===== src/rtl/alu_out_buffer.sv =====
// Valid/ready FIFO carrying ALU result packets from execute to writeback.
// Optional same-cycle bypass when empty; synchronous flush squashes all entries.
module alu_out_buffer #(
    parameter int DATA_W = 64,
    parameter int DEPTH  = 4,
    parameter int BYPASS = 0,
    parameter int HWM    = DEPTH - 1,
    parameter int CNT_W  = $clog2(DEPTH + 1)
) (
    input  logic              clk,
    input  logic              reset,
    input  logic              flush,
    input  logic              in_valid,
    output logic              in_ready,
    input  logic [DATA_W-1:0] in_data,
    output logic              out_valid,
    input  logic              out_ready,
    output logic [DATA_W-1:0] out_data,
    output logic [CNT_W-1:0]  count,
    output logic              full,
    output logic              empty,
    output logic              hi_water
);
    localparam int PTR_W = (DEPTH > 1) ? $clog2(DEPTH) : 1;

    logic [DATA_W-1:0] mem [DEPTH];
    logic [PTR_W-1:0]  wr_ptr, rd_ptr;
    logic [CNT_W-1:0]  count_q;
    logic              byp_hit, pass_thru, push, pop;

    function automatic logic [PTR_W-1:0] ptr_inc(input logic [PTR_W-1:0] p);
        return (p == PTR_W'(DEPTH - 1)) ? '0 : p + PTR_W'(1);
    endfunction

    assign count    = count_q;
    assign empty    = (count_q == '0);
    assign full     = (count_q == CNT_W'(DEPTH));
    assign hi_water = (count_q >= CNT_W'(HWM));
    assign in_ready = !full && !flush && !reset;

    // Bypass only ever fires on an empty buffer, so it never coincides with a real pop.
    assign byp_hit   = (BYPASS != 0) && empty && in_valid && !flush && !reset;
    assign out_valid = (!empty && !flush && !reset) || byp_hit;
    assign out_data  = byp_hit ? in_data : mem[rd_ptr];
    assign pass_thru = byp_hit && out_ready;
    assign push      = in_valid && in_ready && !pass_thru;
    assign pop       = out_valid && out_ready && !byp_hit;

    always_ff @(posedge clk) begin
        if (reset || flush) begin
            wr_ptr  <= '0;
            rd_ptr  <= '0;
            count_q <= '0;
        end else begin
            if (push) wr_ptr <= ptr_inc(wr_ptr);
            if (pop)  rd_ptr <= ptr_inc(rd_ptr);
            case ({push, pop})
                2'b10:   count_q <= count_q + CNT_W'(1);
                2'b01:   count_q <= count_q - CNT_W'(1);
                default: count_q <= count_q;
            endcase
        end
    end

    // Storage is deliberately left unreset; push is already gated off by reset/flush.
    always_ff @(posedge clk) begin
        if (push) mem[wr_ptr] <= in_data;
    end

`ifndef SYNTHESIS
    a_no_push_full: assert property (@(posedge clk) disable iff (reset) !(push && full));
    a_no_pop_empty: assert property (@(posedge clk) disable iff (reset) !(pop && empty));
    a_cnt_max:      assert property (@(posedge clk) disable iff (reset) count_q <= CNT_W'(DEPTH));
`endif
endmodule


===== config.mk =====
export PLATFORM = sky130hd
export DESIGN_NAME = alu_out_buffer
export DESIGN_NICKNAME = d
export VERILOG_FILES = /design/src/rtl/alu_out_buffer.sv
export SDC_FILE = /design/constraint.sdc
export NUM_CORES = 1
export LEC_CHECK = 0
export BUFFER_PORTS_ARGS = -buffer_cell sky130_fd_sc_hd__clkbuf_2
export CORE_MARGIN = 2
export CORE_UTILIZATION = 51
export DETAILED_ROUTE_END_ITERATION = 12
export PLACE_DENSITY = 0.79
export SLEW_MARGIN = 20
export SYNTH_ARGS = -nofsm -noshare
export SYNTH_HDL_FRONTEND = slang
export SYNTH_SLANG_ARGS = --single-unit
export TNS_END_PERCENT = 100

===== constraint.sdc =====
create_clock -name clk -period 2.4 [get_ports clk]
set_input_delay 0.24 -clock clk [delete_from_list [all_inputs] [get_ports clk]]
set_output_delay 0.24 -clock clk [all_outputs]
set_load 0.005 [all_outputs]

======== Yosys cells after proc, flatten, opt, wreduce, memory -nomap -nowiden ========
Memory sizes are Yosys's and may differ from the RTL's. A register that Yosys moved wholly into a read port is not among the register bits.
Cells that the tools add are included.
operators by class
  muxes and demuxes ....................... 7
  equality and inequality tests ........... 5
  magnitude comparators ................... 1
  add/sub/neg operators ................... 4
  reduce and logical (&&, ||, !) cells .... 13
  shifts and indexed selects .............. 0
  multipliers ............................. 0
  bitwise logic cells ..................... 0
  div/mod/pow operators ................... 0
operator list
  operator               count
  $mux W2                4
  $eq A2 B2 Y1 const B   3
  $logic_and A1 B1 Y1    6
  $pmux W3 S2            1
  $add A2 B1 Y2 const B  2
  $logic_not A1 Y1       4
  $add A3 B1 Y3 const B  1
  $eq A3 B3 Y1 const B   1
  $ge A3 B2 Y1 const B   1
  $logic_not A3 Y1       1
  $sub A3 B1 Y3 const B  1
  $eq A2 B1 Y1 const B   1
  $mux W1                2
  $reduce_bool A2 Y1     1
  $logic_or A1 B1 Y1     1
storage, ports and cells
  RAM bits ................................ 256
  word-level logic and storage cells ...... 34
  latch bits .............................. 0
  bits of input ports ..................... 69
  output and inout bits ................... 72
  register bits ........................... 7
  memories ................................ 1
  ROM bits ................................ 0
memory list
  name  words  width  read ports  clocked after memory_dff  wr ports  line  source
  mem   4      64     1           1                         1         26    logic [DATA_W-1:0] mem [DEPTH];

======== Depth between registers and ports, before layout ========
  depth after elaboration ................. 7
  gate-level depth with buffers ........... 10

======== Least setup slack after synthesis ========
Ideal clock, no wire load.
  path kind ............................... register to register
  start ................................... reg count_q[2], in the netlist count[2]
  end ..................................... reg count_q[2], in the netlist count[2]
  arrival ................................. 2.322 ns
  library setup time ...................... 0.072 ns
  data required time ...................... 2.328 ns
  path buffers ............................ 1
  clock period less this slack ............ 2.394 ns
  setup slack ............................. 0.006 ns
  cell stages (with the launch flop) ...... 11
  cells stage by stage .................... dfxtp_1 > or3b_1 > buf_6 > and2_4 > inv_1 > ha_1 > inv_1 > fa_1 > xor2_1 > or3_2 > a21oi_1
on the way
  longest elaborated chain between the ends .. 7
RTL lines
  what                                                         line    source
  start, declared                                              28      logic [CNT_W-1:0] count_q;
  start signal, assigned                                       58      2'b10: count_q <= count_q + CNT_W'(1);
  start signal, assigned                                       59      2'b01: count_q <= count_q - CNT_W'(1);
  start signal, assigned                                       60      default: count_q <= count_q;
  $eq A3 B3 Y1 or $logic_not A3 Y1 (tied branches)             37, 36
  $logic_not A1 Y1, on equally long branches                   39, 43
  $logic_and A1 B1 Y1, on equally long branches (2 in series)  39, 43
  $logic_and A1 B1 Y1, on equally long branches                46, 47
  $eq A2 B1 Y1 or $eq A2 B2 Y1 (tied branches)                 57      case ({push, pop})
  $pmux W3 S2 or $reduce_bool A2 Y1 (tied branches)            -
Several ways; a longest one is shown, not always the timed one.
A chain may end at the register's enable or synchronous reset.

==> flow_summary.yaml <==
power:
  vdd.ir_drop.worst_mv: 0.629
  p_leak_nw: 4.28
  powerDensity_mw_per_mm2: 772
  total_power_mw: 9.66
floorplanning:
  row_count: 50
  start_util_pct: 52.2
  die_area_mm2: 0.0203
  coreArea_mm2: 0.0188
  fp.dieW_um: 143
  die_y_um: 143
  num_io_pins: 141
timing:
  final_hold_viol_count: 0
  period_needed_ns: 2.28
  min_period_over_period_pct: 95.1
  slew_viol_final: 0
  setup_violations: 0
  grt_setup_unrepaired: "no"
  fin_worst_skew_ns: 0.00979
  setup_tns_ns: 0
  relSlewSlack_pct: 75.3
  clock.fmax_ghz: 0.438
  tightest_slew_ns: 0.370
global_routing:
  grt.total_usage_pct: 18.3
  grt_overflow_total: 0
  met1_usage_pct: 23.2
  grtUsageMet2_pct: 32.5
  grt-busiest-layer: "met2"
  antenna_found_initial: 0
  use_met3_pct: 3.26
  grt_pass1_vias: 5267
  grt_max_degree: 31
  grt_pass1_wl_um: 28300
clock_tree:
  clock-sinks: 265
  cts_tree: "built"
  cts-root-buf: "clkbuf_16"
  h-tree-depth: 1
  clk_pin_slew_worst_paths_ns: 0.06
  clock_latency_ns: 0.52
  numCtsBuffers: 26
  cts_buffer_depth: 3
synth:
  ys_ff_latch: 265
  synth_edf_count: 256
  synthFlopType: "edfxtp_1"
  synth_fp_nets: 471
  ys_warn_count: 0
  syn_area_mm2: 0.00980
  synth_cells: 395
  async_reset_ff_share_pct: 0
  avgSynthCellArea_um2: 24.8
  ys_types: 27
  synth-seq-area-share_pct: 80.3
cells_and_area:
  area_growth_syn_to_layout_pct: 27.6
  seqCellArea_mm2: 0.00788
  n_antenna_cell: 0
  multi_input_area_mm2: 0.00181
  final_util_pct: 66.6
  finish.net_count: 708
  layout-drive-gt1-share_pct: 43.1
  fill_cells: 1195
placement:
  gp_congestion: 0.767
  io_buffer_count: 140
  dp.final_hpwl_um: 10900
hold_path:
  hold_path_class: "input pin to flop"
routing:
  routed_via_density: 5.44
  drc_errors: 0
  wirelength_um: 18100
  drt_pre_antenna_iters: 5
  dr_total_vias: 4816
  wl_per_cell_um: 20.5
  ant_nets: 0
  drt_iter0_markers: 281
worst_setup_path:
  endpoint_kind: "primary output"
  cp.required_ns: 2.16
  arrival_ns: 2.04
  critical_path.max_fanout: 20
  crit_type: "flop to primary output"
  cp-start-kind: "flop"
run:
  maxCapViolCount: 0
run_status:
  status: "completed"
layer usage:
metal / part of all wire, % / vias up
li1: - / 2150
met4: 2.1 / 0
met1: 40 / 2503
met3: 4.8 / 29
met2: 53 / 134
met5: 0 / -
final timing paths:
| kind | startpoint | end | slack (ns) | depth (start not counted) |
|---|---|---|---|---|
| worst max-delay path | flop | out_data[61] | 0.12 | 3 |
| worst min-delay path | out_ready | flop | 0.07 | 3 |
| worst max register to register | count[2] | count[2] | 0.12 | 9 |
| worst min register to register | count[2] | count[2] | 0.54 | 2 |
layout make-up:
| class | count | area share, % |
|---|---|---|
| Inverter | 8 | 0.240 |
| Timing Repair Buffer | 225 | 12.8 |
| Clock inverter | 17 | 1.65 |
| Clock buffer | 31 | 5.52 |
| Multi-Input combinational cell | 106 | 14.4 |
| Tap cell | 234 | 2.34 |
| Sequential cell | 265 | 63.0 |
synthesized netlist by cell type (all sizes together) (2+ instances only):
cell type | count | area, um^2
a21oi | 2 | 10.0
nor2 | 8 | 30.0
mux4 | 64 | 1440
or3 | 2 | 18.8
dfxtp | 9 | 180
buf | 14 | 116
clkbuf | 2 | 7.51
edfxtp | 256 | 7690
nand4 | 2 | 12.5
ha | 6 | 75.1
inv | 8 | 30.0
o21ai | 3 | 15.0
xor2 | 2 | 17.5
nand2 | 2 | 7.51
nand3 | 2 | 10.0
o31ai | 2 | 42.5
and3 | 5 | 36.3
registers in the layout, indices dropped and copies added, names as in the netlist, named ones only:
name,count
mem,256
count,3
rd_ptr,2
wr_ptr,2
per-stage QoR:
step | area, um^2 | instances | hold slack [ns] | worst slack, ns
6_report | 12500 | 886 | 0.0653 | 0.118
5_1_grt | 12500 | 886 | 0.0731 | 0.0103
4_1_cts | 12500 | 886 | 0.0319 | 0.00166
3_5_place_dp | 10900 | 774 | 0.461 | -0.0386
3_3_place_gp | 10900 | 774 | 0.452 | 0.0643
2_1_floorplan | 9800 | 395 | 0.339 | 0.00598
worst max-delay path, cell delays in order (launching register included):
cell,delay [ns]
dfxtp_4,0.56
buf_12,0.25
mux4_2,0.56
clkbuf_2,0.14
placed cells by master, fill, tap and decap left out, types with 2 or more instances in the layout:
master         count
edfxtp_1         256
clkinv_1           7
o21ai_0            3
xor2_1             2
nor2_1             8
dfxtp_4            3
nand4_1            2
and3_4             4
o31ai_4            2
nand3_1            2
clkbuf_16         27
clkbuf_1           4
buf_4             13
dfxtp_1            5
clkinvlp_4         2
nand2_1            2
buf_12             8
bufinv_16          5
ha_1               5
clkinv_2           3
clkbuf_2         140
inv_1              8
dlygate4sd3_1     64
or3_4              2
mux4_2            64
report_power, final:
group	switching, mW	internal [mW]
Clock	1.60	2.58
Combinational	0.157	0.186
Sequential	0.0135	5.12
Total	1.77	7.89
logic make-up (layout without fill, tap and decap cells):
logic type | after synthesis | count (layout) | share of synthesized area [%]
DFF | 265 | 265 | 80.3
xor gates and xnor gates | 2 | 2 | 0.179
and+or+nand+nor | 25 | 25 | 1.49
adders and majority gates | 7 | 7 | 0.970
muxes | 64 | 64 | 14.7
buffers and inverters | 24 | 281 | 1.57
AOI/OAI and AO/OA | 8 | 8 | 0.779
what timing repair did:
item,4_1_cts,5_1_grt
buffers inserted,0,0
pin swaps,0,0
endpoints found under the setup margin,1,1
endpoints found under the hold margin,256,0
hold buffers,64,0
resized for setup,2,6
Power figures use the tool's default switching activity.
